<file path="src/rtl/alu_definitions_pkg.sv">
// Shared types for the ALU command interface: op encoding, status flags and
// debug helpers.
package alu_definitions;

  typedef enum logic [2:0] {
    OpAdd = 3'd0,
    OpSub = 3'd1,
    OpAnd = 3'd2,
    OpOr  = 3'd3,
    OpXor = 3'd4,
    OpNor = 3'd5,
    OpSlt = 3'd6,
    OpSll = 3'd7
  } alu_op_t;

  typedef struct packed {
    logic zero;
    logic carry;
    logic overflow;
  } alu_flags_t;

  localparam int unsigned ALU_PIPE_DEPTH = 2;

  function automatic string get_op_name(alu_op_t op);
    case (op)
      OpAdd:   return "ADD";
      OpSub:   return "SUB";
      OpAnd:   return "AND";
      OpOr:    return "OR";
      OpXor:   return "XOR";
      OpNor:   return "NOR";
      OpSlt:   return "SLT";
      OpSll:   return "SLL";
      default: return "???";
    endcase
  endfunction

endpackage

</file>
<file path="src/rtl/alu_pipe_core.sv">
// Combinational ALU datapath: {op, a, b} -> {result, flags}.
module alu_core
  import alu_definitions::*;
#(
  parameter int unsigned WIDTH = 32
) (
  input  alu_op_t          op_i,
  input  logic [WIDTH-1:0] a_i,
  input  logic [WIDTH-1:0] b_i,
  output logic [WIDTH-1:0] result_o,
  output alu_flags_t       flags_o
);

  localparam int unsigned Msb = WIDTH - 1;

  logic [WIDTH:0]   sum;
  logic [WIDTH:0]   diff;
  logic [WIDTH-1:0] res;
  logic             carry;
  logic             ovf;

  always_comb begin
    sum   = {1'b0, a_i} + {1'b0, b_i};
    diff  = {1'b0, a_i} - {1'b0, b_i};
    res   = '0;
    carry = 1'b0;
    ovf   = 1'b0;
    unique case (op_i)
      OpAdd: begin
        res   = sum[WIDTH-1:0];
        carry = sum[WIDTH];
        ovf   = (a_i[Msb] == b_i[Msb]) && (sum[Msb] != a_i[Msb]);
      end
      OpSub: begin
        // Extended MSB of the difference is the unsigned borrow.
        res   = diff[WIDTH-1:0];
        carry = diff[WIDTH];
        ovf   = (a_i[Msb] != b_i[Msb]) && (diff[Msb] != a_i[Msb]);
      end
      OpAnd:   res = a_i & b_i;
      OpOr:    res = a_i | b_i;
      OpXor:   res = a_i ^ b_i;
      OpNor:   res = ~(a_i | b_i);
      OpSlt:   res = {{(WIDTH-1){1'b0}}, ($signed(a_i) < $signed(b_i))};
      OpSll:   res = a_i << b_i[1:0];
      default: res = '0;
    endcase
    result_o         = res;
    flags_o.zero     = (res == '0);
    flags_o.carry    = carry;
    flags_o.overflow = ovf;
  end

endmodule

</file>
<file path="src/rtl/alu_pipe.sv">
// Two-stage pipelined ALU with valid/ready on both sides and a completed-op counter.
module alu_pipe
  import alu_definitions::*;
#(
  parameter int unsigned WIDTH = 32,
  parameter int unsigned TAG_W = 4,
  parameter int unsigned CNT_W = 16
) (
  input  logic             clk_i,
  input  logic             rst_ni,
  input  logic             in_valid_i,
  output logic             in_ready_o,
  input  alu_op_t          in_op_i,
  input  logic [WIDTH-1:0] in_a_i,
  input  logic [WIDTH-1:0] in_b_i,
  input  logic [TAG_W-1:0] in_tag_i,
  output logic             out_valid_o,
  input  logic             out_ready_i,
  output logic [WIDTH-1:0] out_result_o,
  output alu_flags_t       out_flags_o,
  output logic [TAG_W-1:0] out_tag_o,
  output logic [CNT_W-1:0] op_count_o
);

  logic             s1_valid_q, s1_valid_d;
  alu_op_t          s1_op_q, s1_op_d;
  logic [WIDTH-1:0] s1_a_q, s1_a_d, s1_b_q, s1_b_d;
  logic [TAG_W-1:0] s1_tag_q, s1_tag_d;
  logic             s2_valid_q, s2_valid_d;
  logic [WIDTH-1:0] s2_result_q, s2_result_d;
  alu_flags_t       s2_flags_q, s2_flags_d;
  logic [TAG_W-1:0] s2_tag_q, s2_tag_d;
  logic [CNT_W-1:0] count_q, count_d;

  logic             s1_adv, s2_adv;
  logic [WIDTH-1:0] core_result;
  alu_flags_t       core_flags;

  alu_core #(
    .WIDTH(WIDTH)
  ) u_core (
    .op_i    (s1_op_q),
    .a_i     (s1_a_q),
    .b_i     (s1_b_q),
    .result_o(core_result),
    .flags_o (core_flags)
  );

  always_comb begin
    s2_adv      = !s2_valid_q || out_ready_i;
    s1_adv      = !s1_valid_q || s2_adv;
    s1_valid_d  = s1_valid_q;
    s1_op_d     = s1_op_q;
    s1_a_d      = s1_a_q;
    s1_b_d      = s1_b_q;
    s1_tag_d    = s1_tag_q;
    s2_valid_d  = s2_valid_q;
    s2_result_d = s2_result_q;
    s2_flags_d  = s2_flags_q;
    s2_tag_d    = s2_tag_q;
    count_d     = count_q;
    if (s1_adv) begin
      s1_valid_d = in_valid_i;
      if (in_valid_i) begin
        s1_op_d  = in_op_i;
        s1_a_d   = in_a_i;
        s1_b_d   = in_b_i;
        s1_tag_d = in_tag_i;
      end
    end
    if (s2_adv) begin
      s2_valid_d = s1_valid_q;
      if (s1_valid_q) begin
        s2_result_d = core_result;
        s2_flags_d  = core_flags;
        s2_tag_d    = s1_tag_q;
      end
    end
    if (s2_valid_q && out_ready_i) begin
      count_d = count_q + 1'b1;
    end
  end

  always_ff @(posedge clk_i or negedge rst_ni) begin
    if (!rst_ni) begin
      s1_valid_q  <= 1'b0;
      s1_op_q     <= OpAdd;
      s1_a_q      <= '0;
      s1_b_q      <= '0;
      s1_tag_q    <= '0;
      s2_valid_q  <= 1'b0;
      s2_result_q <= '0;
      s2_flags_q  <= '0;
      s2_tag_q    <= '0;
      count_q     <= '0;
    end else begin
      s1_valid_q  <= s1_valid_d;
      s1_op_q     <= s1_op_d;
      s1_a_q      <= s1_a_d;
      s1_b_q      <= s1_b_d;
      s1_tag_q    <= s1_tag_d;
      s2_valid_q  <= s2_valid_d;
      s2_result_q <= s2_result_d;
      s2_flags_q  <= s2_flags_d;
      s2_tag_q    <= s2_tag_d;
      count_q     <= count_d;
    end
  end

  assign in_ready_o   = s1_adv;
  assign out_valid_o  = s2_valid_q;
  assign out_result_o = s2_result_q;
  assign out_flags_o  = s2_flags_q;
  assign out_tag_o    = s2_tag_q;
  assign op_count_o   = count_q;

endmodule

</file>
<file path="config.mk">
export PLATFORM = sky130hd
export DESIGN_NAME = alu_pipe
export DESIGN_NICKNAME = d
export VERILOG_FILES = /design/src/rtl/alu_definitions_pkg.sv /design/src/rtl/alu_pipe_core.sv /design/src/rtl/alu_pipe.sv
export SDC_FILE = /design/constraint.sdc
export NUM_CORES = 1
export LEC_CHECK = 0
export BUFFER_PORTS_ARGS = -buffer_cell sky130_fd_sc_hd__buf_2
export CORE_ASPECT_RATIO = 0.5
export CORE_MARGIN = 1
export CORE_UTILIZATION = 42
export DETAILED_ROUTE_END_ITERATION = 10
export GPL_ROUTABILITY_DRIVEN = 0
export REMOVE_ABC_BUFFERS = 1
export SLEW_MARGIN = 20
export SYNTH_ARGS = -nofsm -noshare
export SYNTH_HDL_FRONTEND = slang
export SYNTH_SLANG_ARGS = --single-unit
</file>
<file path="constraint.sdc">
create_clock -name clk_i -period 4.47 [get_ports clk_i]
set_input_delay 0.2235 -clock clk_i [delete_from_list [all_inputs] [get_ports clk_i]]
set_output_delay 0.2235 -clock clk_i [all_outputs]
set_load 0.1 [all_outputs]
</file>
==> flow_metrics.env, run 1 <==
export IMPL_cp_max_fo=15
export IMPL_internal_power_mw=3.580
export IMPL_pwr_share_clk_pct=19.0
export IMPL_layout_drive_gt1_share_pct=20.60
export IMPL_critPathLaunch="s1_a_q[10]"
export IMPL_cts_setup_buffers=0
export IMPL_power_mw=7.642
export IMPL_die_h_um=119.3
export IMPL_fin_nets=1741
export IMPL_hold_viol_final=0
export IMPL_async_reset_ff_share_pct=100.0
export IMPL_cpPeakStageDelay_ps=760
export IMPL_cts_buffers=17
export IMPL_syn_area_per_cell_um2=8.274
export IMPL_syn_inst=1396
export IMPL_grt_max_degree=81
export IMPL_mostFrequentLayoutCell="nand2_1"
export IMPL_timing_rr_start="s1_a_q[10]"
export IMPL_p_sw_share_pct=53.15
export IMPL_endpoint_kind="flip-flop"
export IMPL_via_count=11730
export IMPL_use_met2_pct=40.44
export IMPL_wl_per_cell_um=21.02
export IMPL_drt_pass1_iterations=7
export IMPL_netSwitchingPower_mw=4.062
export IMPL_die_x_um=236.5
export IMPL_ys_ff_latch=128
export IMPL_synth_area_leader_cell="dfrtp_1"
export IMPL_rsz0062_at_grt="no"
export IMPL_ctsLongestPathBuffers=2
export IMPL_drc=0
export IMPL_ant_nets=0
export IMPL_finalCritPeriodShare_pct=95.27
export IMPL_h_tree_depth=4
export IMPL_grt_pass1_vias=11040
export IMPL_period_minus_slack_ps=4258
export IMPL_yosys_area_top_type_share_pct=27.73
export IMPL_initialDrtViolationCount=1232
export IMPL_irDropWorstVdd_uv=501.3
export IMPL_path_clk_slew_ps=60
export IMPL_worstSetupPathType="flip-flop to flip-flop"
export IMPL_cp_data_required_time_ps=4850
export IMPL_synth_edf_count=0
export IMPL_comb_power_share_pct=59.2
export IMPL_fillerInstances=2529
export IMPL_antenna_found_initial=0
export IMPL_met1_usage_pct=41.80
export IMPL_drt_wl_total_um=40570
export IMPL_crit_path_start_kind="flip-flop"
export IMPL_timing_clock_skew_ps=13.73
export IMPL_viasPerCell=6.079
export IMPL_track_usage_pct=28.79
export IMPL_areaGrowthSynthToFinish_pct=20.18
export IMPL_tightest_slew_ps=1092
export IMPL_yosysUniqueCellTypes=89
export IMPL_synthTopCellsByArea="dfrtp_1, ha_1, mux2_2, nand2_1, o21ai_0"
export IMPL_cts_sinks=128
export IMPL_dieArea_um2=28210
export IMPL_synth_area_um2=11550
export IMPL_max_slew_margin_rel_pct=26.94
export IMPL_fin_ws_ps=211.6
export IMPL_cts_tree="yes"
export IMPL_crit_family="compound AO/OA/AOI/OAI gates"
export IMPL_worst_path_max_delay_cell="o31ai_1"
export IMPL_ys_seq_area_share_pct=27.73
export IMPL_p_per_area_nw_per_um2=550.5
export IMPL_io_pins=132
export IMPL_arrival_ps=4640
export IMPL_crit_chain="inv_1 > ha_1 > inv_1 > a21oi_1 > o31ai_1 > nor3_1 > a211oi_1 > or3_1 > a21oi_1 > a211oi_1 > o2111ai_1 > nor4_4 > a32o_2"
export IMPL_start_util_pct=43.18
export IMPL_clk_latency_ps=460
export IMPL_overflow=0
export IMPL_insertedDiodeCount=0
export IMPL_drv_cap=0
export IMPL_finalSetupViolCount=0
export IMPL_min_from="in_a_i[10]"
export IMPL_grt_pass1_wl_um=63070
export IMPL_min_path_type="input pin to flip-flop"
export IMPL_top_usage_layer="met1"
export IMPL_pwr_share_seq_pct=21.8
export IMPL_synth_ff_type="dfrtp_1"
export IMPL_drv_slew=0
export IMPL_portBuffers=131
export IMPL_row_count=42
export IMPL_max_freq_mhz=234.8
export IMPL_core_um2=26750
export IMPL_layout_common_cells="nand2_1, buf_2, dfrtp_1"
export IMPL_p_leak_nw=6.374
export IMPL_gr_usage_met3_pct=9.040
export IMPL_cp_buffers_inverters=2
export IMPL_cts_root_buf="clkbuf_16"
export IMPL_yosys_warnings=0
export IMPL_dp_hpwl_um=29430
export IMPL_dp_slack_ps=204.4
export IMPL_status="completed"
==> logic make-up (layout without fill, tap and decap cells) <==
logic type | after synthesis | in the layout | synth area share (%)
XOR/XNOR | 30 | 30 | 2.275
adder cells (fa/ha/maj) | 100 | 100 | 10.96
AO/OA/AOI/OAI | 431 | 431 | 25.81
buffers and inverters | 184 | 366 | 6.337
flip-flops | 128 | 128 | 27.73
AND/OR/NAND/NOR | 419 | 419 | 16.65
multiplexers | 104 | 104 | 10.24
==> synthesized netlist by cell type, types with 10 or more instances <==
cell type	n
a21boi_0	20
nor2b_1	10
ha_1	98
nand4_1	17
nand2_1	167
inv_1	96
dfrtp_1	128
o31ai_1	12
nor4_1	10
o22ai_1	32
a21o_1	16
o21ai_0	97
nand3_1	28
nor2_1	98
mux2i_1	27
mux2_2	73
o211ai_1	24
buf_1	15
a31oi_1	19
nor3_1	30
clkbuf_1	55
buf_2	12
xnor2_1	21
nand2b_1	16
a21oi_1	83
a211oi_1	15
==> area by class of cell <==
type / count / area [um^2] / share of cell area [%]
Clock buffer: 17 / 425.4 / 3.064
Clock inverter: 14 / 166.4 / 1.199
Inverter: 98 / 367.9 / 2.650
Multi-Input combinational cell: 1084 / 7649 / 55.10
Sequential cell: 128 / 3206 / 23.09
Tap cell: 352 / 440.4 / 3.173
Timing Repair Buffer: 237 / 1628 / 11.73
==> flip-flops by register name, summed over array words and instances (netlist names) <==
register / cells
out_result_o: 32
s1_a_q: 32
s1_b_q: 32
op_count_o: 16
out_tag_o: 4
s1_tag_q: 4
out_flags_o: 3
s1_op_q: 3
out_valid_o: 1
s1_valid_q: 1
==> power groups by stage <==
stage	Sequential (mW)	Combinational [mW]	Clock, mW
2_1_floorplan	2.83	2.08	0
3_3_place_gp	1.67	4.32	0
3_5_place_dp	1.68	4.35	0
4_1_cts	1.66	4.41	1.48
5_1_grt	1.71	4.79	1.53
6_report	1.66	4.53	1.45
==> layer usage <==
metal,vias up,part of all wire (%)
met5,-,0
li1,5369,-
met4,0,2.0
met3,90,11
met1,5655,46
met2,618,41
==> worst paths after layout <==
check | depth (start not counted) | endpoint | slack [ps]
min in group asynchronous | 2 | op_count_o[0] | 370
max in group asynchronous | 3 | out_result_o[27] | 2910
worst max register to register | 13 | out_flags_o[2] | 210
worst min register to register | 2 | out_tag_o[2] | 470
worst max-delay path | 13 | out_flags_o[2] | 210
worst min-delay path | 2 | s1_a_q[10] | 10
==> through the flow <==
step	TNS (ps)	instance area, um^2	utilization, %	hold WS [ps]	instances
after global placement	0	12640	47.24	314.8	1836
after detailed placement	0	12640	47.24	335.4	1836
after floorplan	-34.87	11190	-	-72.09	1310
after CTS	0	13860	51.81	0.05670	1930
after global routing	0	13880	51.90	0.4615	1930
final	0	13880	51.90	13.17	1930
==> timing repair <==
action,CTS,global route
gates resized for setup,0,4
hold endpoints to repair,141,0
hold buffers,63,0
setup endpoints to repair,0,1
Power figures use the tool's default switching activity.
==> inputs of run 2 (changes only) <==
--- a/config.mk
+++ b/config.mk
@@ -11,6 +11,7 @@
 export CORE_UTILIZATION = 42
 export DETAILED_ROUTE_END_ITERATION = 10
 export GPL_ROUTABILITY_DRIVEN = 0
+export RECOVER_POWER = 100
 export REMOVE_ABC_BUFFERS = 1
 export SLEW_MARGIN = 20
 export SYNTH_ARGS = -nofsm -noshare
==> flow_metrics.env, run 2 (synthesis gave the netlist of run 1 again) <==
export IMPL_cts_tree="yes"
export IMPL_antenna_found_initial=0
export IMPL_viasPerCell=6.094
export IMPL_layout_common_cells="nand2_1, dfrtp_1, nor2_1, ha_1, o21ai_0"
export IMPL_min_path_type="input pin to flip-flop"
export IMPL_p_sw_share_pct=53.52
export IMPL_p_leak_nw=6.173
export IMPL_dp_slack_ps=204.4
export IMPL_cts_buffers=17
export IMPL_die_h_um=119.3
export IMPL_initialDrtViolationCount=1301
export IMPL_h_tree_depth=4
export IMPL_status="finished with violations"
export IMPL_finalCritPeriodShare_pct=94.21
export IMPL_path_clk_slew_ps=70
export IMPL_track_usage_pct=28.79
export IMPL_arrival_ps=4590
export IMPL_cts_setup_buffers=0
export IMPL_cts_sinks=128
export IMPL_final_util_pct=51.52
export IMPL_drv_cap=3
export IMPL_layout_drive_gt1_share_pct=16.60
export IMPL_portBuffers=131
export IMPL_cp_data_required_time_ps=4850
export IMPL_mostFrequentLayoutCell="nand2_1"
export IMPL_start_util_pct=43.18
export IMPL_row_count=42
export IMPL_overflow=0
export IMPL_finalSetupViolCount=0
export IMPL_violations="capacitance limit, slew limit"
export IMPL_worstSetupPathType="flip-flop to flip-flop"
export IMPL_timing_clock_skew_ps=15.33
export IMPL_fin_hold_ws_ps=11.03
export IMPL_dp_hpwl_um=29430
export IMPL_grt_max_degree=81
export IMPL_ctsLongestPathBuffers=2
export IMPL_io_pins=132
export IMPL_period_minus_slack_ps=4211
export IMPL_drv_slew=163
export IMPL_cp_max_fo=13
export IMPL_fillerInstances=2555
export IMPL_grt_pass1_wl_um=63070
export IMPL_core_um2=26750
export IMPL_via_count=11760
export IMPL_max_slew_margin_rel_pct=-42.59
export IMPL_internal_power_mw=3.530
export IMPL_ant_nets=0
export IMPL_comb_power_share_pct=58.9
export IMPL_insertedDiodeCount=0
export IMPL_fin_ws_ps=258.8
export IMPL_netSwitchingPower_mw=4.065
export IMPL_pwr_share_seq_pct=22.0
export IMPL_crit_path_start_kind="flip-flop"
export IMPL_endpoint_kind="flip-flop"
export IMPL_p_per_area_nw_per_um2=551.1
export IMPL_max_freq_mhz=237.5
export IMPL_hold_viol_final=0
export IMPL_cts_root_buf="clkbuf_16"
export IMPL_grt_pass1_vias=11040
export IMPL_tightest_slew_ps=2139
export IMPL_die_x_um=236.5
export IMPL_drt_wl_total_um=40520
export IMPL_rsz0062_at_grt="no"
export IMPL_pwr_share_clk_pct=19.1
export IMPL_dieArea_um2=28210
export IMPL_fin_nets=1741
export IMPL_areaGrowthSynthToFinish_pct=19.30
export IMPL_wl_per_cell_um=21.00
export IMPL_clk_latency_ps=460
export IMPL_irDropWorstVdd_uv=490.7
export IMPL_drt_pass1_iterations=6
export IMPL_drc=0
## run 2: cell types whose count changed in the layout (fill, tap and decap cells not counted), sizes merged
cell    before  now
clkbuf      17   78
buf        174  113
## run 2: layout make-up
cell class / instances / area [um^2] / share of cell area (%)
clock buffers: 17 / 425.4 / 3.087
flip-flops and latches: 128 / 3206 / 23.26
inverters: 98 / 367.9 / 2.669
repair buffers: 237 / 1541 / 11.19
multi-input cells: 1084 / 7634 / 55.39
well taps: 352 / 440.4 / 3.196
clock inverters: 14 / 166.4 / 1.208
## run 2: path summary, 6_finish.rpt
check / startpoint / endpoint / slack, ps / cells after the start
hold / removal: in_b_i[6] / s1_b_q[6] / 10 / 2
max in group asynchronous: rst_ni / out_result_o[27] / 1350 / 3
setup / recovery: s1_a_q[15] / out_flags_o[2] / 260 / 14
min in group asynchronous: rst_ni / op_count_o[0] / 910 / 2
hold reg to reg: s1_tag_q[2] / out_tag_o[2] / 470 / 2
setup reg to reg: s1_a_q[15] / out_flags_o[2] / 260 / 14
## run 2: timing repair
action	CTS	global route
setup endpoints to repair	0	1
resized for setup	0	4
hold buffers	63	0
endpoints found under the hold margin	141	0
## run 2: metrics by stage
stage          cells  setup TNS [ps]  power [mW]  cell area (um^2)
2_1_floorplan   1310          -34.87       4.913             11190
3_3_place_gp    1836               0       5.983             12640
3_5_place_dp    1836               0       6.034             12640
4_1_cts         1930               0       7.558             13860
5_1_grt         1930               0       7.978             13780
6_report        1930               0       7.595             13780
## run 2: worst max-delay path, cell delays in order (launching register included)
cell and delay (ps):
dfrtp_1 420, inv_1 60, ha_1 480, inv_1 170, a21oi_1 130, buf_4 160
o311ai_0 450, a21oi_1 220, o21ai_0 390, o41ai_2 200, o311a_1 390, o22ai_1 270
nand4_1 250, nor4_4 330, a32o_2 210
## run 2: layer usage
| metal | vias to the layer above | share of wire (%) | GRT usage (%) |
|---|---|---|---|
| met2 | 637 | 41 | 40.44 |
| met5 | - | 0 | 0 |
| met1 | 5673 | 46 | 41.80 |
| met3 | 83 | 11 | 9.040 |
| li1 | 5368 | - | - |
| met4 | 0 | 1.9 | 7.955 |
## run 2: power groups by stage
stage | clock [mW] | combinational (mW) | sequential [mW]
after floorplan | 0 | 2.08 | 2.83
after global placement | 0 | 4.32 | 1.67
after detailed placement | 0 | 4.35 | 1.68
after CTS | 1.48 | 4.41 | 1.66
after global routing | 1.53 | 4.74 | 1.71
final | 1.45 | 4.48 | 1.67
==> inputs of run 3 (changes only) <==
--- a/config.mk
+++ b/config.mk
@@ -5,11 +5,11 @@
 export SDC_FILE = /design/constraint.sdc
 export NUM_CORES = 1
 export LEC_CHECK = 0
-export BUFFER_PORTS_ARGS = -buffer_cell sky130_fd_sc_hd__buf_2
 export CORE_ASPECT_RATIO = 0.5
 export CORE_MARGIN = 1
 export CORE_UTILIZATION = 42
 export DETAILED_ROUTE_END_ITERATION = 10
+export DONT_BUFFER_PORTS = 1
 export GPL_ROUTABILITY_DRIVEN = 0
 export RECOVER_POWER = 100
 export REMOVE_ABC_BUFFERS = 1
==> flow_metrics.env, run 3 (synthesis gave the netlist of run 1 again) <==
export IMPL_wl_met2_um=15920
export IMPL_hold_viol_final=0
export IMPL_finalSetupViolCount=0
export IMPL_finalSetupTns_ps=0
export IMPL_crit_path_start_kind="flip-flop"
export IMPL_overflow=0
export IMPL_dp_slack_ps=219.3
export IMPL_cts_sinks=128
export IMPL_rsz0062_at_grt="no"
export IMPL_arrival_ps=4690
export IMPL_start_util_pct=43.18
export IMPL_worstSetupPathType="flip-flop to flip-flop"
export IMPL_p_sw_share_pct=54.66
export IMPL_wl_met3_um=4698
export IMPL_mostFrequentLayoutCell="nand2_1"
export IMPL_areaGrowthSynthToFinish_pct=14.81
export IMPL_drt_pass1_iterations=5
export IMPL_p_leak_nw=5.823
export IMPL_dp_cells=1700
export IMPL_h_tree_depth=4
export IMPL_io_pins=132
export IMPL_postPlaceCellArea_um2=11950
export IMPL_grt_pass1_vias=10710
export IMPL_fin_nets=1616
export IMPL_ff_latch_area_um2=3206
export IMPL_drt_wl_total_um=39010
export IMPL_layout_common_cells="nand2_1, dfrtp_1, o21ai_0"
export IMPL_drv_cap=4
export IMPL_max_slew_margin_rel_pct=-112.6
export IMPL_timing_clock_skew_ps=9.195
export IMPL_antenna_found_initial=2
export IMPL_final_cells=1807
export IMPL_core_um2=26750
export IMPL_cts_buffers=17
export IMPL_portBuffers=0
export IMPL_layout_drive_gt1_share_pct=12.93
export IMPL_via_count=11280
export IMPL_ant_nets=0
export IMPL_cts_root_buf="clkbuf_16"
export IMPL_grt_max_degree=129
export IMPL_pwr_share_seq_pct=39.1
export IMPL_die_h_um=119.3
export IMPL_final_area_um2=13260
export IMPL_fillerInstances=2503
export IMPL_drc=0
export IMPL_multiInputGateArea_um2=7635
export IMPL_power_mw=7.347
export IMPL_dieArea_um2=28210
export IMPL_initialDrtViolationCount=1554
export IMPL_p_per_area_nw_per_um2=554.0
export IMPL_ctsLongestPathBuffers=2
export IMPL_grt_pass1_wl_um=61210
export IMPL_wl_per_cell_um=21.59
export IMPL_cts_setup_buffers=0
export IMPL_finalCritPeriodShare_pct=96.45
export IMPL_irDropWorstVdd_uv=540.1
export IMPL_max_freq_mhz=231.9
export IMPL_fin_ws_ps=158.7
export IMPL_clk_latency_ps=450
export IMPL_reg2reg_slack_ps=160
export IMPL_die_x_um=236.5
export IMPL_wl_met1_um=17460
export IMPL_cts_tree="yes"
export IMPL_min_path_type="input pin to flip-flop"
export IMPL_tightest_slew_ps=3189
export IMPL_netSwitchingPower_mw=4.016
export IMPL_period_minus_slack_ps=4311
export IMPL_dp_hpwl_um=28410
export IMPL_path_clk_slew_ps=60
export IMPL_endpoint_kind="flip-flop"
export IMPL_row_count=42
export IMPL_pwr_share_clk_pct=18.6
export IMPL_comb_power_share_pct=42.3
export IMPL_drv_slew=275
export IMPL_track_usage_pct=27.93
export IMPL_internal_power_mw=3.331
export IMPL_top_layer_used="met5"
export IMPL_cp_max_fo=5
export IMPL_violations="capacitance limit, slew limit"
export IMPL_viasPerCell=6.240
export IMPL_cp_data_required_time_ps=4850
export IMPL_status="finished with violations"
run 3: cell types whose count changed in the layout (fill, tap and decap cells not counted), moves of 2 or more:
cell / previous run / this run
a2111oi_1: 0 / 2
buf_2: 73 / 0
buf_4: 39 / 33
bufinv_16: 3 / 1
clkbuf_1: 58 / 3
clkbuf_2: 3 / 1
clkinv_2: 4 / 1
clkinv_4: 1 / 5
clkinvlp_4: 4 / 1
dlygate4sd3_1: 63 / 73
inv_6: 2 / 6
run 3: timing repair:
action,CTS,global route
gates resized for setup,0,4
hold buffers,74,0
hold endpoints to repair,200,0
endpoints found under the setup margin,0,1
run 3: final cells by class:
cell class	count	share of cell area [%]
antenna	1	0.01887
clock buffer	17	3.208
clock inverter	15	1.132
inverter	98	2.774
multi-input combinational	1084	57.57
sequential	128	24.17
tap	352	3.321
timing repair buffer	112	7.803
run 3: critical path, cell delays in order (launching register included):
cell	delay, ps
dfrtp_1	440
inv_1	100
ha_1	240
fa_1	420
o21bai_1	420
a2111oi_4	180
nor2_1	200
nand3_1	190
a211oi_2	410
buf_4	190
o41ai_2	120
o311a_1	370
o22ai_1	250
nand4_1	190
nor4_2	300
a32o_2	210
run 3: worst paths after layout:
check / startpoint / endpoint / cells after the start
hold / removal: in_b_i[0] / s1_b_q[0] / 1
setup reg to reg: s1_a_q[0] / out_flags_o[2] / 15
setup / recovery: s1_a_q[0] / out_flags_o[2] / 15
hold reg to reg: s1_tag_q[1] / out_tag_o[1] / 2
min in group asynchronous: rst_ni / op_count_o[0] / 2
max in group asynchronous: rst_ni / s1_b_q[0] / 2
run 3: power by group through the flow:
stage	Combinational [mW]	Clock [mW]	Sequential [mW]
global route	3.35	1.45	2.92
floorplan	2.08	0	2.83
detailed placement	2.90	0	2.90
finish	3.11	1.37	2.87
CTS	3.00	1.40	2.87
global placement	2.86	0	2.88
run 3: per-stage QoR:
stage	hold slack, ps	util, %
after global routing	15.02	49.57
after detailed placement	-69.40	44.69
after global placement	-68.84	44.69
after floorplan	-72.09	-
after CTS	5.243	49.68
final	30.32	49.58
run 3: per-layer routing:
layer	GRT usage, %	vias up
met3	9.968	77
met4	8.685	2
met2	39.36	669
li1	-	5127
met5	0	-
met1	39.36	5401
